===== src/rtl/rx_block_sync_if.sv =====
// Receive-side bundle between the GT RX gearbox, rx_block_sync and the descrambler.
// Optional error-counter signals exist only when RX_ERR_CNT_EN is defined.
interface rx_block_sync_if #(
  parameter int DATA_W = 32
);
  logic [DATA_W-1:0] data_i;
  logic [1:0]        head_i;
  logic              head_valid_i;
  logic              slip_o;
  logic [63:0]       block_o;
  logic [1:0]        head_o;
  logic              block_valid_o;
  logic              block_lock_o;
  logic              hi_ber_o;
`ifdef RX_ERR_CNT_EN
  logic              err_clr_i;
  logic [15:0]       err_cnt_o;

  modport master (
    output data_i, head_i, head_valid_i, err_clr_i,
    input  slip_o, block_o, head_o, block_valid_o, block_lock_o, hi_ber_o, err_cnt_o
  );
  modport slave (
    input  data_i, head_i, head_valid_i, err_clr_i,
    output slip_o, block_o, head_o, block_valid_o, block_lock_o, hi_ber_o, err_cnt_o
  );
`else
  modport master (
    output data_i, head_i, head_valid_i,
    input  slip_o, block_o, head_o, block_valid_o, block_lock_o, hi_ber_o
  );
  modport slave (
    input  data_i, head_i, head_valid_i,
    output slip_o, block_o, head_o, block_valid_o, block_lock_o, hi_ber_o
  );
`endif
endinterface


===== src/rtl/rx_block_sync.sv =====
// 10GBASE-R receive front end: block lock, gearbox slip, hi-BER monitor, 66b assembly.
// Define RX_ERR_CNT_EN to add a saturating locked-state header error counter.
module rx_block_sync #(
  parameter int DATA_W     = 32,
  parameter int LOCK_CNT   = 64,
  parameter int WIN_LEN    = 64,
  parameter int UNLOCK_CNT = 16,
  parameter int SLIP_GAP   = 32,
  parameter int BER_WINDOW = 39062,
  parameter int BER_THRESH = 16
) (
  input  logic           clk_i,
  input  logic           rst_i,
  rx_block_sync_if.slave rx
);

  localparam int SH_W  = $clog2(LOCK_CNT + 1);
  localparam int GAP_W = $clog2(SLIP_GAP + 1);
  localparam int WIN_W = $clog2(WIN_LEN + 1);
  localparam int BAD_W = $clog2(UNLOCK_CNT + 1);
  localparam int TMR_W = $clog2(BER_WINDOW + 1);
  localparam int BER_W = $clog2(BER_THRESH + 1);

  typedef enum logic [1:0] {
    HUNT,
    SLIP_WAIT,
    LOCKED
  } state_t;

  state_t             state_q, state_d;
  logic [SH_W-1:0]    sh_cnt_q, sh_cnt_d;
  logic [GAP_W-1:0]   gap_cnt_q, gap_cnt_d;
  logic [WIN_W-1:0]   win_cnt_q, win_cnt_d;
  logic [BAD_W-1:0]   bad_cnt_q, bad_cnt_d;
  logic               slip_q, slip_d;
  logic               block_lock_q, block_lock_d;
  logic               unlock;

  logic [TMR_W-1:0]   ber_tmr_q;
  logic [BER_W-1:0]   ber_cnt_q, ber_cnt_nx;
  logic               ber_hit;
  logic               hi_ber_q;

  logic [63:0]        block_q;
  logic [1:0]         head_q;
  logic               asm_vld_q;

  logic head_ok, tested, bad_hdr;

  // Only 01/10 are legal sync headers; headers arriving during a slip wait are stale.
  assign head_ok = rx.head_i == 2'b01 || rx.head_i == 2'b10;
  assign tested  = rx.head_valid_i && state_q != SLIP_WAIT;
  assign bad_hdr = tested && !head_ok;

  always_ff @(posedge clk_i or posedge rst_i) begin
    if (rst_i) begin
      state_q      <= HUNT;
      sh_cnt_q     <= '0;
      gap_cnt_q    <= '0;
      win_cnt_q    <= '0;
      bad_cnt_q    <= '0;
      slip_q       <= 1'b0;
      block_lock_q <= 1'b0;
    end else begin
      // NOTE: state registers use non-blocking assignment so every flop samples pre-edge values.
      state_q      <= state_d;
      sh_cnt_q     <= sh_cnt_d;
      gap_cnt_q    <= gap_cnt_d;
      win_cnt_q    <= win_cnt_d;
      bad_cnt_q    <= bad_cnt_d;
      slip_q       <= slip_d;
      block_lock_q <= block_lock_d;
    end
  end

  always_comb begin
    // NOTE: every output of this block gets a default first, so no path can infer a latch.
    state_d      = state_q;
    sh_cnt_d     = sh_cnt_q;
    gap_cnt_d    = gap_cnt_q;
    win_cnt_d    = win_cnt_q;
    bad_cnt_d    = bad_cnt_q;
    slip_d       = 1'b0;
    block_lock_d = block_lock_q;
    unlock       = 1'b0;
    unique case (state_q)
      HUNT: begin
        block_lock_d = 1'b0;
        win_cnt_d    = '0;
        bad_cnt_d    = '0;
        if (tested) begin
          if (!head_ok) begin
            slip_d    = 1'b1;
            sh_cnt_d  = '0;
            gap_cnt_d = '0;
            state_d   = SLIP_WAIT;
          end else if (sh_cnt_q == SH_W'(LOCK_CNT - 1)) begin
            sh_cnt_d     = '0;
            block_lock_d = 1'b1;
            state_d      = LOCKED;
          end else begin
            sh_cnt_d = sh_cnt_q + SH_W'(1);
          end
        end
      end
      SLIP_WAIT: begin
        if (gap_cnt_q == GAP_W'(SLIP_GAP - 1)) begin
          gap_cnt_d = '0;
          state_d   = HUNT;
        end else begin
          gap_cnt_d = gap_cnt_q + GAP_W'(1);
        end
      end
      LOCKED: begin
        if (tested) begin
          // Unlock is tested before window end so a bad header on the last slot counts in this window.
          if (!head_ok && bad_cnt_q == BAD_W'(UNLOCK_CNT - 1)) begin
            unlock       = 1'b1;
            slip_d       = 1'b1;
            block_lock_d = 1'b0;
            gap_cnt_d    = '0;
            win_cnt_d    = '0;
            bad_cnt_d    = '0;
            state_d      = SLIP_WAIT;
          end else if (win_cnt_q == WIN_W'(WIN_LEN - 1)) begin
            win_cnt_d = '0;
            bad_cnt_d = '0;
          end else begin
            win_cnt_d = win_cnt_q + WIN_W'(1);
            if (!head_ok) bad_cnt_d = bad_cnt_q + BAD_W'(1);
          end
        end
      end
      default: state_d = HUNT;
    endcase
  end

  always_comb begin
    ber_cnt_nx = ber_cnt_q;
    if (bad_hdr && ber_cnt_q != BER_W'(BER_THRESH)) ber_cnt_nx = ber_cnt_q + BER_W'(1);
  end
  assign ber_hit = ber_cnt_nx == BER_W'(BER_THRESH);

  // The BER window only runs while locked; an unlock on this edge overrides a threshold hit.
  always_ff @(posedge clk_i or posedge rst_i) begin
    if (rst_i) begin
      ber_tmr_q <= '0;
      ber_cnt_q <= '0;
      hi_ber_q  <= 1'b0;
    end else if (state_q != LOCKED || unlock) begin
      ber_tmr_q <= '0;
      ber_cnt_q <= '0;
      hi_ber_q  <= 1'b0;
    end else if (ber_tmr_q == TMR_W'(BER_WINDOW - 1)) begin
      ber_tmr_q <= '0;
      ber_cnt_q <= '0;
      hi_ber_q  <= ber_hit;
    end else begin
      ber_tmr_q <= ber_tmr_q + TMR_W'(1);
      ber_cnt_q <= ber_cnt_nx;
      if (ber_hit) hi_ber_q <= 1'b1;
    end
  end

  // A block is presented only if lock already held when its header arrived.
  if (DATA_W == 32) begin : g_asm32
    logic        pend_q;
    logic [31:0] lat_data_q;
    logic [1:0]  lat_head_q;
    logic        lat_lock_q;

    always_ff @(posedge clk_i or posedge rst_i) begin
      if (rst_i) begin
        // NOTE: these are plain registers, not a memory, so resetting them all is cheap and keeps outputs defined.
        pend_q     <= 1'b0;
        lat_data_q <= '0;
        lat_head_q <= '0;
        lat_lock_q <= 1'b0;
        asm_vld_q  <= 1'b0;
        block_q    <= '0;
        head_q     <= '0;
      end else begin
        asm_vld_q <= 1'b0;
        if (rx.head_valid_i) begin
          pend_q     <= 1'b1;
          lat_data_q <= rx.data_i;
          lat_head_q <= rx.head_i;
          lat_lock_q <= block_lock_q;
        end else if (pend_q) begin
          pend_q <= 1'b0;
          if (lat_lock_q) begin
            block_q   <= {lat_data_q, rx.data_i};
            head_q    <= lat_head_q;
            asm_vld_q <= 1'b1;
          end
        end
      end
    end
  end else if (DATA_W == 64) begin : g_asm64
    always_ff @(posedge clk_i or posedge rst_i) begin
      if (rst_i) begin
        asm_vld_q <= 1'b0;
        block_q   <= '0;
        head_q    <= '0;
      end else begin
        asm_vld_q <= 1'b0;
        if (rx.head_valid_i && block_lock_q) begin
          block_q   <= rx.data_i;
          head_q    <= rx.head_i;
          asm_vld_q <= 1'b1;
        end
      end
    end
  end else begin : g_bad_width
    $error("rx_block_sync: DATA_W must be 32 or 64");
  end

`ifdef RX_ERR_CNT_EN
  logic [15:0] err_cnt_q;

  // Survives loss of lock; only reset or err_clr_i zero it, and a clear beats a same-cycle error.
  always_ff @(posedge clk_i or posedge rst_i) begin
    if (rst_i)                                              err_cnt_q <= '0;
    else if (rx.err_clr_i)                                  err_cnt_q <= '0;
    else if (state_q == LOCKED && bad_hdr && err_cnt_q != 16'hFFFF) err_cnt_q <= err_cnt_q + 16'd1;
  end
  assign rx.err_cnt_o = err_cnt_q;
`endif

  assign rx.slip_o        = slip_q;
  assign rx.block_lock_o  = block_lock_q;
  assign rx.hi_ber_o      = hi_ber_q;
  assign rx.block_o       = block_q;
  assign rx.head_o        = head_q;
  assign rx.block_valid_o = asm_vld_q && block_lock_q;

endmodule


===== src/flat_wrapper.sv =====
// flat-port wrapper written by rule: the top's interface ports become plain ports
module rx_block_sync_flat 
#(
  parameter int DATA_W     = 32,
  parameter int LOCK_CNT   = 64,
  parameter int WIN_LEN    = 64,
  parameter int UNLOCK_CNT = 16,
  parameter int SLIP_GAP   = 32,
  parameter int BER_WINDOW = 39062,
  parameter int BER_THRESH = 16
)
  (clk_i, rst_i, rx_data_i, rx_head_i, rx_head_valid_i, rx_slip_o, rx_block_o, rx_head_o, rx_block_valid_o, rx_block_lock_o, rx_hi_ber_o);
  rx_block_sync_if #(.DATA_W(DATA_W)) rx_i ();
  input  logic clk_i;
  input  logic rst_i;
  input wire logic [$bits(rx_i.data_i)-1:0] rx_data_i;
  input wire logic [$bits(rx_i.head_i)-1:0] rx_head_i;
  input wire logic [$bits(rx_i.head_valid_i)-1:0] rx_head_valid_i;
  output wire logic [$bits(rx_i.slip_o)-1:0] rx_slip_o;
  output wire logic [$bits(rx_i.block_o)-1:0] rx_block_o;
  output wire logic [$bits(rx_i.head_o)-1:0] rx_head_o;
  output wire logic [$bits(rx_i.block_valid_o)-1:0] rx_block_valid_o;
  output wire logic [$bits(rx_i.block_lock_o)-1:0] rx_block_lock_o;
  output wire logic [$bits(rx_i.hi_ber_o)-1:0] rx_hi_ber_o;
  assign rx_i.data_i = rx_data_i;
  assign rx_i.head_i = rx_head_i;
  assign rx_i.head_valid_i = rx_head_valid_i;
  assign rx_slip_o = rx_i.slip_o;
  assign rx_block_o = rx_i.block_o;
  assign rx_head_o = rx_i.head_o;
  assign rx_block_valid_o = rx_i.block_valid_o;
  assign rx_block_lock_o = rx_i.block_lock_o;
  assign rx_hi_ber_o = rx_i.hi_ber_o;
  rx_block_sync #(.DATA_W(DATA_W), .LOCK_CNT(LOCK_CNT), .WIN_LEN(WIN_LEN), .UNLOCK_CNT(UNLOCK_CNT), .SLIP_GAP(SLIP_GAP), .BER_WINDOW(BER_WINDOW), .BER_THRESH(BER_THRESH)) u_core (.clk_i(clk_i), .rst_i(rst_i), .rx(rx_i));
endmodule

===== config.mk =====
export PLATFORM = sky130hd
export DESIGN_NAME = rx_block_sync_flat
export DESIGN_NICKNAME = d
export VERILOG_FILES = /design/src/rtl/rx_block_sync_if.sv /design/src/rtl/rx_block_sync.sv /design/src/flat_wrapper.sv
export SDC_FILE = /design/constraint.sdc
export NUM_CORES = 1
export LEC_CHECK = 0
export CAP_MARGIN = 20
export CORE_ASPECT_RATIO = 1.1
export CORE_MARGIN = 5
export CORE_UTILIZATION = 53
export CTS_CLUSTER_SIZE = 8
export DETAILED_ROUTE_END_ITERATION = 12
export PLACE_DENSITY = 0.79
export SETUP_SLACK_MARGIN = 0.3
export SYNTH_ARGS = -nofsm -noshare
export SYNTH_HDL_FRONTEND = slang
export SYNTH_SLANG_ARGS = --single-unit

===== constraint.sdc =====
create_clock -name clk_i -period 6 [get_ports clk_i]
set_input_delay 1.2 -clock clk_i [delete_from_list [all_inputs] [get_ports clk_i]]
set_output_delay 1.2 -clock clk_i [all_outputs]
set_load 0.01 [all_outputs]

==> results by group <==
Logic synthesis
  – Post-synthesis cell count: 650
  – Synthesized flop and latch total: 154
  – Synth top area cells: dfrtp_1, nand2_1, mux2_2, xor2_1, ha_1
  – Synth warn: 0
  – Sequential element share of the synthesized area: 0.5822
  – Post-synth EDFFs: 0
  – Mean Syn Cell Area: 10.18 µm²
  – Yosys cell types: 59
  – Synthesized area: 6619 µm²
  – Primary FF master, synth: dfrtp_1
  – Post-Syn Nets: 696
  – Cell accounting for the most synthesized area: dfrtp_1
  – Share of Yosys cell area claimed by the top area cell type: 0.5822
  – Async set-reset flop share out of synthesis: 1.000

Floorplan
  – Placement row count: 42
  – Initial Util: 0.5452
  – Die width: 116.6 µm
  – Die Height: 127.2 µm
  – Core area: 12140 µm²
  – IO Count: 107
  – Die area: 14830 µm²

Min path
  – Hold Path Depth: 2
  – Worst min path class: flop to flop
  – Hold endpoint: u_core.rx.block_o[43]
  – Hold path start: u_core.g_asm32.lat_data_q[11]

Global route
  – Vias in the first global route: 5069
  – Grt total ovfl: 0
  – M2 GR Usage: 0.3303
  – Global-route wire length before repair: 24230 µm
  – GR met3 Demand/Resource: 0.04399
  – Tot GR Track Use: 0.2043
  – GRT met1 Usage: 0.2736
  – GRT busiest layer: met2
  – Initial antenna violation count: 0
  – Pin count of the biggest net entering global routing: 115

Placement
  – Gp weighted congestion: 0.8575
  – PortBufs: 106
  – Pre-CTS WS: 2392 ps
  – DP HPWL: 9822 µm

Clock tree
  – CTS root buffer: clkbuf_16
  – CTS tree: yes
  – Resized cells post-CTS: 0
  – Hold Buf Count CTS: 0
  – Later-pin clock latency in the skew report: 410 ps
  – Clock buffer count from CTS: 17
  – Clk slew on worst S/H paths: 60 ps
  – Number of setup buffers added after CTS: 0
  – Clk sinks: 154
  – Max clock buf depth: 2
  – H-Tree Depth: 4

Routing
  – Initial DRT Pass Iterations: 6
  – Number of vias per cell: 5.484
  – Post-route antenna net violation count: 0
  – Routed WL: 14610 µm
  – Remaining DRCs: 0
  – Vias post-DR: 5040
  – WL/cell: 15.90 µm
  – Initial DRC count: 405

Critical path
  – Worst endpoint data arrival time: 3490 ps
  – Kind of critical path: primary input to flop
  – Data required, critical path: 6300 ps
  – CP endpoint kind: flop
  – Worst R2R Start: u_core.bad_cnt_q[0]
  – Worst setup SP type: primary input
  – R2R Setup Slk: 3680 ps
  – RR Endpoint: u_core.bad_cnt_q[0]
  – Worst R2R Path Depth: 6
  – CP Max Fanout: 15

Cells and area
  – Fraction of layout cells with a size suffix above 1: 0.1111
  – Fin nets: 798
  – Area Overhead vs Synth: 26.94%
  – Antenna cells: 0

STA
  – Fmax achieved: 0.3128 GHz
  – Period utilization: 0.5328
  – Fin crit period: 3197 ps
  – Setup TNS: 0 ps
  – Final setup viols: 0
  – Max-slew violation count: 0
  – Final Hold Fails: 0
  – Worst slew margin: 0.2944
  – RSZ-0062 raised after global routing: no
  – Least-Margin Pin Slew: 1058 ps
  – Setup ws final: 2803 ps
  – Worst Skew: 5.790 ps
  – Hold WS: 463.4 ps

Pwr
  – Leak Pwr: 3.888 nW
  – Worst VDD drop: 0.2250 mV
  – Power Density: 341.6 nW/µm²
  – Final Power: 2.870 mW

Outcome
  – Status: completed

Run
  – Max-Cap Viols: 0
-- report_power, final --
part / switching, mW / internal [mW] / leakage [nW]
Sequential: 0.103 / 1.17 / 2.02
Combinational: 0.260 / 0.273 / 1.58
Clock: 0.422 / 0.637 / 0.282
Total: 0.785 / 2.08 / 3.89
-- metal layers --
layer / part of all wire / up-vias
met5: 0 / -
met4: 0.016 / 0
met3: 0.059 / 23
met2: 0.49 / 160
met1: 0.44 / 2482
li1: - / 2375
-- cells in the mapped netlist, types with 2 or more instances --
library cell and number:
o21ai_0 9, inv_1 9, or2_1 2, buf_1 9, nor4b_1 2, nor3_1 4
and3_1 3, o31ai_1 7, buf_2 10, nand4_1 11, clkbuf_1 8, nand2_1 225
ha_1 9, nor2_1 26, a31oi_1 3, nand2b_1 4, or4_1 5, or3_1 3
xnor2_1 6, a21oi_1 17, o21ai_1 6, mux2i_1 2, and2_1 9, nor2b_1 7
mux2_2 35, dfrtp_1 154, nand3b_1 4, nand3_1 16, xor2_1 13, a21o_1 2
a22o_1 2
-- critical path: stages --
cell             delay [ps]
clkdlybuf4s50_1         530
xnor2_2                 650
a21oi_1                 440
a21o_1                  310
a221o_1                 360
-- cells in the final DEF (no fill, tap or decap), types with 9 or more instances in the layout --
cell             instances
nor2_1                  26
o21ai_0                  9
nand4_1                 11
nand3_1                 16
clkdlybuf4s50_1        105
ha_1                     9
mux2_2                  35
dfrtp_1                154
clkbuf_16               17
xor2_1                  13
and2_1                   9
nand2_1                225
a21oi_1                 17
-- how the worst max path moves through the flow --
stage	to	cells after the start	slack, ps	from
3_3_place_gp	u_core.gap_cnt_q[2]	5	2440	rx_head_i[0]
3_5_place_dp	u_core.rx.block_o[33]	7	2390	rx_head_valid_i
5_1_grt	u_core.rx.block_o[40]	7	2640	rx_head_valid_i
6_report	u_core.gap_cnt_q[2]	5	2800	rx_head_i[0]
2_1_floorplan	u_core.asm_vld_q	1	650	rst_i
4_1_cts	u_core.rx.block_o[51]	7	2810	rx_head_valid_i
-- through the flow --
| stage | area, µm² | utilization | std cells |
|---|---|---|---|
| after floorplan | 6619 | - | 650 |
| after global placement | 7777 | 0.6407 | 886 |
| after detailed placement | 7777 | 0.6407 | 886 |
| after CTS | 8374 | 0.6899 | 918 |
| after global routing | 8402 | 0.6921 | 919 |
| final | 8402 | 0.6921 | 919 |
-- layout make-up --
cell class	count	area (µm²)
Sequential cell	154	3854
Fill cell	886	3737
Multi-Input combinational cell	459	2606
Timing Repair Buffer	111	1114
Clock buffer	19	452.9
Tap cell	154	192.7
Clock inverter	13	143.9
Inverter	9	38.79
-- logic make-up (layout without fill, tap and decap cells) --
kind of cell / Yosys count / in the layout / share of synthesized area
simple gates: 333 / 333 / 0.2267
flops: 154 / 154 / 0.5822
compound gates: 59 / 59 / 0.05823
mux: 38 / 38 / 0.06427
buf+inv: 37 / 152 / 0.02401
xor+xnor: 20 / 20 / 0.02760
fa+ha+maj: 9 / 9 / 0.01701
-- sequential cells by signal, indices dropped and copies added (netlist names), 5 cells and up --
signal	cells
u_core.win_cnt_q	7
u_core.sh_cnt_q	7
u_core.ber_cnt_q	5
u_core.ber_tmr_q	16
u_core.rx.block_o	64
u_core.g_asm32.lat_data_q	32
u_core.gap_cnt_q	6
u_core.bad_cnt_q	5
Note: power is estimated with default switching activity, not from simulation.
